<file path="config.mk">
export PLATFORM = sky130hd
export DESIGN_NAME = ysyx_22040365_ifu_flat
export DESIGN_NICKNAME = d
export VERILOG_FILES = /design/src/rtl/ysyx_22040365_ifu_pkg.sv /design/src/rtl/ysyx_22040365_ifu_if.sv /design/src/rtl/ysyx_22040365_pc_reg.sv /design/src/rtl/ysyx_22040365_ifu.sv /design/src/flat_wrapper.sv
export SDC_FILE = /design/constraint.sdc
export NUM_CORES = 1
export LEC_CHECK = 0
export ABC_AREA = 1
export CAP_MARGIN = 10
export CORE_MARGIN = 4
export CORE_UTILIZATION = 35
export CTS_BUF_LIST = sky130_fd_sc_hd__clkbuf_4
export DETAILED_ROUTE_END_ITERATION = 10
export PLACE_DENSITY_LB_ADDON = 0.12
export SLEW_MARGIN = 30
export SYNTH_ARGS = -nofsm -noshare
export SYNTH_HDL_FRONTEND = slang
export SYNTH_SLANG_ARGS = --single-unit
</file>
<file path="constraint.sdc">
create_clock -name clk -period 4.57 [get_ports clk]
set_clock_uncertainty 0.15 [all_clocks]
set_input_delay 0.914 -clock clk [delete_from_list [all_inputs] [get_ports clk]]
set_output_delay 0.914 -clock clk [all_outputs]
set_load 0.02 [all_outputs]
</file>
<file path="src/rtl/ysyx_22040365_ifu_pkg.sv">
// Shared constants for the instruction fetch unit: reset PC,
// instruction width and FSM state encodings.
package ysyx_22040365_ifu_pkg;

    localparam int          ILEN       = 32;
    localparam logic [63:0] RESET_PC_D = 64'h8000_0000;

    localparam logic [1:0] S_REQ  = 2'd0;
    localparam logic [1:0] S_WAIT = 2'd1;
    localparam logic [1:0] S_HOLD = 2'd2;

endpackage

</file>
<file path="src/rtl/ysyx_22040365_ifu_if.sv">
// Fetch-unit bus: I-memory request/response, decode handshake,
// execute redirect and busy status.
interface ysyx_22040365_ifu_if #(parameter int XLEN = 64);

    logic            imem_req_valid;
    logic            imem_req_ready;
    logic [XLEN-1:0] imem_req_addr;
    logic            imem_resp_valid;
    logic [31:0]     imem_resp_data;
    logic            inst_valid;
    logic            inst_ready;
    logic [31:0]     inst;
    logic [XLEN-1:0] inst_pc;
    logic            redirect_valid;
    logic [XLEN-1:0] redirect_pc;
    logic            fetch_busy;

    modport master (
        output imem_req_valid, imem_req_addr,
        input  imem_req_ready, imem_resp_valid, imem_resp_data,
        output inst_valid, inst, inst_pc, fetch_busy,
        input  inst_ready, redirect_valid, redirect_pc
    );

    modport slave (
        input  imem_req_valid, imem_req_addr,
        output imem_req_ready, imem_resp_valid, imem_resp_data,
        input  inst_valid, inst, inst_pc, fetch_busy,
        output inst_ready, redirect_valid, redirect_pc
    );

endinterface

</file>
<file path="src/rtl/ysyx_22040365_pc_reg.sv">
// Program counter: reset value, redirect load (word aligned)
// and sequential +4 advance.
module ysyx_22040365_pc_reg #(
    parameter int              XLEN     = 64,
    parameter logic [XLEN-1:0] RESET_PC = 64'h8000_0000
) (
    input  logic            clk,
    input  logic            rst_n,
    input  logic            i_redir,
    input  logic [XLEN-1:0] i_redir_pc,
    input  logic            i_inc,
    output logic [XLEN-1:0] o_pc
);

    logic [XLEN-1:0] r_pc;

    always_ff @(posedge clk) begin
        if (!rst_n) begin
            r_pc <= RESET_PC;
        end else if (i_redir) begin
            r_pc <= {i_redir_pc[XLEN-1:2], 2'b00};
        end else if (i_inc) begin
            r_pc <= r_pc + XLEN'(4);
        end
    end

    assign o_pc = r_pc;

endmodule

</file>
<file path="src/rtl/ysyx_22040365_ifu.sv">
// Instruction fetch unit: one outstanding I-memory request,
// delivers {inst, pc} to decode, honours execute redirects.
module ysyx_22040365_ifu
    import ysyx_22040365_ifu_pkg::*;
#(
    parameter int              XLEN     = 64,
    parameter logic [XLEN-1:0] RESET_PC = RESET_PC_D[XLEN-1:0]
) (
    input logic                    clk,
    input logic                    rst_n,
    ysyx_22040365_ifu_if.master    bus
);

    logic [1:0]      r_state;
    logic            r_drop;
    logic [ILEN-1:0] r_inst_q;
    logic [XLEN-1:0] w_pc;
    logic            w_inst_valid;
    logic            w_inc;

    ysyx_22040365_pc_reg #(
        .XLEN     (XLEN),
        .RESET_PC (RESET_PC)
    ) u_pc (
        .clk        (clk),
        .rst_n      (rst_n),
        .i_redir    (bus.redirect_valid),
        .i_redir_pc (bus.redirect_pc),
        .i_inc      (w_inc),
        .o_pc       (w_pc)
    );

    // A redirect in HOLD kills the offer so no transfer can race it
    assign w_inst_valid = rst_n & (r_state == S_HOLD) & ~bus.redirect_valid;
    assign w_inc        = w_inst_valid & bus.inst_ready;

    assign bus.imem_req_valid = rst_n & (r_state == S_REQ);
    assign bus.imem_req_addr  = w_pc;
    assign bus.fetch_busy     = rst_n & (r_state == S_WAIT);
    assign bus.inst_valid     = w_inst_valid;
    assign bus.inst           = r_inst_q;
    assign bus.inst_pc        = w_pc;

    always_ff @(posedge clk) begin
        if (!rst_n) begin
            r_state  <= S_REQ;
            r_drop   <= 1'b0;
            r_inst_q <= '0;
        end else begin
            case (r_state)
                S_REQ: begin
                    if (bus.imem_req_ready) begin
                        r_state <= S_WAIT;
                        r_drop  <= bus.redirect_valid;
                    end
                end
                S_WAIT: begin
                    if (bus.imem_resp_valid) begin
                        if (r_drop | bus.redirect_valid) begin
                            r_state <= S_REQ;
                            r_drop  <= 1'b0;
                        end else begin
                            r_inst_q <= bus.imem_resp_data;
                            r_state  <= S_HOLD;
                        end
                    end else if (bus.redirect_valid) begin
                        r_drop <= 1'b1;
                    end
                end
                S_HOLD: begin
                    if (bus.redirect_valid | bus.inst_ready) begin
                        r_state <= S_REQ;
                    end
                end
                default: begin
                    r_state <= S_REQ;
                    r_drop  <= 1'b0;
                end
            endcase
        end
    end

endmodule
</file>
<file path="src/flat_wrapper.sv">
// flat-port wrapper written by rule: the top's interface ports become plain ports
module ysyx_22040365_ifu_flat import ysyx_22040365_ifu_pkg::*;
#(
    parameter int              XLEN     = 64,
    parameter logic [XLEN-1:0] RESET_PC = RESET_PC_D[XLEN-1:0]
)
  (clk, rst_n, bus_imem_req_valid, bus_imem_req_addr, bus_imem_req_ready, bus_imem_resp_valid, bus_imem_resp_data, bus_inst_valid, bus_inst, bus_inst_pc, bus_fetch_busy, bus_inst_ready, bus_redirect_valid, bus_redirect_pc);
  ysyx_22040365_ifu_if #(.XLEN(XLEN)) bus_i ();
  input logic clk;
  input logic rst_n;
  output wire logic [$bits(bus_i.imem_req_valid)-1:0] bus_imem_req_valid;
  output wire logic [$bits(bus_i.imem_req_addr)-1:0] bus_imem_req_addr;
  input wire logic [$bits(bus_i.imem_req_ready)-1:0] bus_imem_req_ready;
  input wire logic [$bits(bus_i.imem_resp_valid)-1:0] bus_imem_resp_valid;
  input wire logic [$bits(bus_i.imem_resp_data)-1:0] bus_imem_resp_data;
  output wire logic [$bits(bus_i.inst_valid)-1:0] bus_inst_valid;
  output wire logic [$bits(bus_i.inst)-1:0] bus_inst;
  output wire logic [$bits(bus_i.inst_pc)-1:0] bus_inst_pc;
  output wire logic [$bits(bus_i.fetch_busy)-1:0] bus_fetch_busy;
  input wire logic [$bits(bus_i.inst_ready)-1:0] bus_inst_ready;
  input wire logic [$bits(bus_i.redirect_valid)-1:0] bus_redirect_valid;
  input wire logic [$bits(bus_i.redirect_pc)-1:0] bus_redirect_pc;
  assign bus_imem_req_valid = bus_i.imem_req_valid;
  assign bus_imem_req_addr = bus_i.imem_req_addr;
  assign bus_i.imem_req_ready = bus_imem_req_ready;
  assign bus_i.imem_resp_valid = bus_imem_resp_valid;
  assign bus_i.imem_resp_data = bus_imem_resp_data;
  assign bus_inst_valid = bus_i.inst_valid;
  assign bus_inst = bus_i.inst;
  assign bus_inst_pc = bus_i.inst_pc;
  assign bus_fetch_busy = bus_i.fetch_busy;
  assign bus_i.inst_ready = bus_inst_ready;
  assign bus_i.redirect_valid = bus_redirect_valid;
  assign bus_i.redirect_pc = bus_redirect_pc;
  ysyx_22040365_ifu #(.XLEN(XLEN), .RESET_PC(RESET_PC)) u_core (.clk(clk), .rst_n(rst_n), .bus(bus_i));
endmodule
</file>
**After elaboration in Yosys (flattened, before gate mapping)**

Cells that the tools add are included.

- Flip-flop bits (word level): 99
- Bits in latches: 0
- Bits in writable memories: 0
- ROM bits: 0
- Bits of input ports: 102
- Output and inout port bits: 163
- Logic and storage cells: 42
- Memories kept: 0

- $add $sub $neg: 1
- Multipliers: 0
- Div/mod/pow operators: 0
- Order comparisons: 0
- Equality and inequality tests: 7
- Shifts and indexed selects: 0
- Muxes and demuxes: 12
- Bitwise operators: 11
- Reduce and logical (&&, ||, !) cells: 6

Operator list:

| cell | count |
|---|---|
| 64-bit two-way mux | 2 |
| 64-bit by 3-bit adder with 64-bit output (second input constant) | 1 |
| 2-bit two-way mux | 4 |
| 2-bit inequality test (second input constant) | 3 |
| 3-bit inequality test (second input constant) | 2 |
| 2-bit case mux with 3 select lines | 1 |
| 3-bit AND reduction | 2 |
| 1-bit bitwise AND | 5 |
| 1-bit two-way mux | 4 |
| 1-bit NOT | 4 |
| 4-bit AND reduction | 1 |
| 1-bit case mux with 3 select lines | 1 |
| 2-bit by 1-bit == test with 1-bit output (second input constant) | 1 |
| 2-bit == test (second input constant) | 1 |
| 2-bit logical NOT | 1 |
| 1-bit OR | 2 |
| 2-bit nonzero test | 1 |
| 2-bit OR reduction | 1 |

**Logic depth before layout (Yosys ltp)**

- Depth after elaboration: 6
- Depth in mapped cells: 11
- Depth with buffers taken out: 11

**Hierarchy**

Synthesis repeated with hierarchy kept, for this count alone.

- Cells, all modules: 951
- Area, all modules: 6,349.8 sq um

Modules (own cells, without submodules):

| module | times used | cells an instance | area an instance (sq um) |
|---|---|---|---|
| ysyx_22040365_pc_reg | 1 | 715 | 4,555.6 |
| ysyx_22040365_ifu | 1 | 236 | 1,794.2 |

**Least setup slack after synthesis**

Ideal clock, no wire load.

- Path kind: input port to output port
- Start point: input port rst_n
- End point: output port bus_fetch_busy
- Arrival time: 1,465 ps
- Required time: 3,506 ps
- Setup slack: 2,041 ps
- Stages: 3
- Path through: inv_2 -> clkbuf_1 -> nor2_1

- Longest elaborated chain between the ends: 1

Ends and longest elaborated chain:

| item | line | RTL |
|---|---|---|
| from (decl) | flat_wrapper.sv:10 | `input logic rst_n;` |
| 1-bit bitwise AND | ysyx_22040365_ifu.sv:39 | `assign bus.fetch_busy = rst_n & (r_state == S_WAIT);` |
| to (decl) | flat_wrapper.sv:19 | `output wire logic [$bits(bus_i.fetch_busy)-1:0] bus_fetch_busy;` |

Every way passes these cells.

**Worst setup path in the final report**

- Start point: input port rst_n
- End point: output port bus_inst_valid

- Longest elaborated chain between the ends: 2

Ends and longest elaborated chain:

| item | line | RTL |
|---|---|---|
| 1-bit bitwise AND (2 in series) | ysyx_22040365_ifu.sv:34 | `assign w_inst_valid = rst_n & (r_state == S_HOLD) & ~bus.redirect_valid;` |
| to (decl) | flat_wrapper.sv:16 | `output wire logic [$bits(bus_i.inst_valid)-1:0] bus_inst_valid;` |

Every way passes these cells.

==> results.txt <==
- Initial drt markers: 485
- Setup TNS: 0 ns
* Width of the chip: 142 µm
- Final estimated routing congestion in global placement: 0.954
* Wire length per cell after detailed routing: 16.0 µm
* Number of detailed-routing iterations run before antenna repair: 7
- After Yosys synthesis, XOR and XNOR cells account for 2.64% of the synthesized area.
* Global-route usage over all layers: 22.3%
* Biggest area contributors in the synthesized netlist: sky130_fd_sc_hd__dfxtp_1, sky130_fd_sc_hd__nand2_1, sky130_fd_sc_hd__nor2_1
- The tree built by TritonCTS fans out to 97 sinks.
- The region available for standard cell placement spans 17500 µm².
* Peak ir drop on the vdd network: 167 µV
- The number of max-slew violations in the final report was 0.
* Complex-gate fraction of the synthesized area: 13.6%
- Lkg Pwr: 3.19 nW
- The number of global-route vias before repair is 6604.
- Counting flops with an async set or reset pin after synthesis yields a share of 0%.
- Data on the critical path arrives at its endpoint at 2.58 ns.
* CTS tree: done
- Tracing the worst setup path back leads to its startpoint at rst_n.
- Unrepaired setup endpoints after global routing: false
- Counting flops and latches in the post-synthesis netlist gives 97.
- Proportion of layout cells with a drive suffix above 1: 4.58%
- Number of antenna violations at the first check in global routing: 2
- Hold-fix buffers at CTS: 0
- Post-CTS repair changed the size of 0 cells.
- Clock-pin slew was measured on the worst setup and hold paths at 0.18 ns.
* Path type of the worst min-delay path: flip-flop to flip-flop
- Vias per cell: 4.92
- Fin crit share: 79.7%
- The first global-routing pass estimated 35.7 mm of wire.
* Netlist area before placement: 6300 µm²
* Worst-path maximum fanout: 10
- Library cell with the largest summed area after synthesis: sky130_fd_sc_hd__dfxtp_1
- Area of the die: 20200 µm²
- Fin worst setup slack: 0.927 ns
- Relative to the synthesized area, the layout overhead comes to 38.4%.
* TritonCTS buffer count: 9
- Max Cap Violations: 0
- Number of fill cells in the layout: 1819
- Total power of the final layout: 1.95 mW
* Leftover overflow at the end of global routing: 0
- Final critical delay including setup and external delays: 3.64 ns
- In the synthesized netlist, the number of instances is 1039.
- Measured against its own limit, the worst slew margin works out to 46.8%.
- Category of the worst setup path capture point: output port
* Most common flop cell mapped by yosys: sky130_fd_sc_hd__dfxtp_1
- Counting flops with a built-in enable in the synthesized netlist gives 0.
- Root Driver: sky130_fd_sc_hd__clkbuf_4
- For this design the top-level I/O count stands at 265.
- Initial core utilization: 36.1%
- The H-tree was split into 3 levels.
- Simple-gate share of the synthesized area: 37.0%
* Most common library cells after synthesis: sky130_fd_sc_hd__nand2_1, sky130_fd_sc_hd__nor2_1, sky130_fd_sc_hd__dfxtp_1
- STA classifies the critical path startpoint as a primary input.
- Outcome: finished clean
- Post-synthesis share of cell area spent on full adders, half adders and majority gates: 0.198%
- Of the synthesized area, sequential elements account for 30.8%.
- Most instantiated library cell after synthesis: sky130_fd_sc_hd__nand2_1
* Routed vias: 7121
* PwrDens: 224 nW/µm²
* Post-CTS setup-driven buffer insertion count: 0
- Post-Syn Area per Cell: 6.07 µm²
- At the placement stage, the worst setup path has a slack of 0.882 ns.
- The final layout contains routed wiring with a total length of 23.1 mm.
* Maximum count of clock buffers along a single path: 2
* Yosys warning total: 0
- Summed over its instances, the top area cell type makes up 30.8% of the synthesized netlist area.
- For the pin with the worst max-slew slack, the measured transition is 0.798 ns.
- Largest net degree at the start of global routing: 61
* Die outline height: 142 µm
- Net count, final: 1320
- Count of unique library cells instantiated by Yosys: 36
* Number of buffers inserted by port buffering: 258
- Maximum clock rate: 0.275 GHz
- At the worst endpoint, the required time is 3.51 ns.
* Hold path startpoint: u_core.bus.inst[5]
- After synthesis, the share of cell area in mux cells is 0%.
- The final count of hold timing violations came to 0.
- For this run, design rule violations remaining after detail routing come to 0.
- Clock latency on the worst-skew pair: 0.50 ns
* Crit path kind: primary input to output port
- Setup violations remaining at the end of the flow were counted as 0.
- The count of nets left with antenna violations once routing finished came out at 0.
* Share of the core filled with cells: 49.9%
* Largest family of logic cells by synthesized area: simple AND/OR/NAND/NOR gates
- The startpoint identified for the worst register-to-register timing path is u_core.r_state[1].
- After floorplanning, the core was divided into 48 placement rows.
- HPWL after detailed placement: 17.3 mm
==> layer usage <==
layer,vias up,share of wire [%],track usage [%]
met5,-,0.035,0
met3,33,9.8,7.06
met1,3201,43,28.9
met4,2,1.7,5.71
met2,296,46,36.2
li1,3589,-,-
==> cell usage in the layout, fill, tap and decap left out, types with 2 or more instances in the layout <==
master                            instances
sky130_fd_sc_hd__o21ai_0                 71
sky130_fd_sc_hd__nand2_2                  9
sky130_fd_sc_hd__clkbuf_4                 9
sky130_fd_sc_hd__buf_4                    7
sky130_fd_sc_hd__o21bai_1                 3
sky130_fd_sc_hd__conb_1                   4
sky130_fd_sc_hd__a31oi_1                 24
sky130_fd_sc_hd__nor2_2                  12
sky130_fd_sc_hd__o311ai_0                 3
sky130_fd_sc_hd__nand2_1                270
sky130_fd_sc_hd__xnor2_1                  9
sky130_fd_sc_hd__o211ai_1                 2
sky130_fd_sc_hd__xor2_1                  10
sky130_fd_sc_hd__inv_8                    2
sky130_fd_sc_hd__a22oi_1                  4
sky130_fd_sc_hd__a21oi_1                 42
sky130_fd_sc_hd__clkdlybuf4s50_1        257
sky130_fd_sc_hd__o21ai_1                  4
sky130_fd_sc_hd__inv_6                    2
sky130_fd_sc_hd__inv_2                    5
sky130_fd_sc_hd__nand3_1                 55
sky130_fd_sc_hd__inv_1                   88
sky130_fd_sc_hd__dfxtp_1                 97
sky130_fd_sc_hd__nand4_1                  4
sky130_fd_sc_hd__nor3_1                   8
sky130_fd_sc_hd__nor2_1                 206
==> worst max-delay path, stage by stage <==
cell,delay [ns]
sky130_fd_sc_hd__clkdlybuf4s50_1,0.71
sky130_fd_sc_hd__inv_2,0.10
sky130_fd_sc_hd__nor3_2,0.20
sky130_fd_sc_hd__clkdlybuf4s50_1,0.66
==> kinds of logic (layout without fill, tap and decap cells) <==
group                      count (synthesis)  in the layout
buffers and inverters                    194            374
adders and majority gates                  1              1
and+or+nand+nor                          571            571
DFF                                       97             97
other                                      1              5
AOI/OAI and AO/OA                        156            156
xor gates and xnor gates                  19             19
==> through the flow <==
| step | std cells | hold slack [ns] | cell area [µm²] |
|---|---|---|---|
| finish | 1448 | 0.348 | 8730 |
| global placement | 1431 | 0.311 | 8580 |
| floorplan | 1042 | 0.302 | 6320 |
| CTS | 1447 | 0.349 | 8720 |
| global route | 1448 | 0.367 | 8730 |
| detailed placement | 1431 | 0.322 | 8580 |
==> sequential cells by signal, summed over array words and instances (netlist names) <==
name              cells
u_core.r_state        2
u_core.r_drop         1
u_core.u_pc.o_pc     62
u_core.bus.inst      32
==> path summary, 6_finish.rpt <==
path,slack (ns),endpoint,depth (start not counted)
worst max-delay path,0.93,bus_inst_valid,4
worst min-delay path,0.35,u_core.bus.inst[5],2
worst max register to register,2.17,u_core.u_pc.o_pc[44],9
worst min register to register,0.35,u_core.bus.inst[5],2
==> report_power, final <==
group	internal [mW]	total, mW	leakage [nW]	switching, mW
sequential	0.892	0.959	0.796	0.0670
clock	0.129	0.494	0.0737	0.365
combinational	0.253	0.501	2.32	0.248
==> layout make-up <==
cell class | count | area, µm² | share of cell area (%)
antenna | 1 | 2.50 | 0.0287
clock buffer | 9 | 67.6 | 0.774
clock inverter | 7 | 72.6 | 0.832
inverter | 93 | 349 | 4.00
multi-input combinational | 751 | 3380 | 38.8
sequential | 97 | 1940 | 22.3
tap | 225 | 282 | 3.23
timing repair buffer | 265 | 2630 | 30.1
No activity file was read; power rests on OpenSTA's default activity.
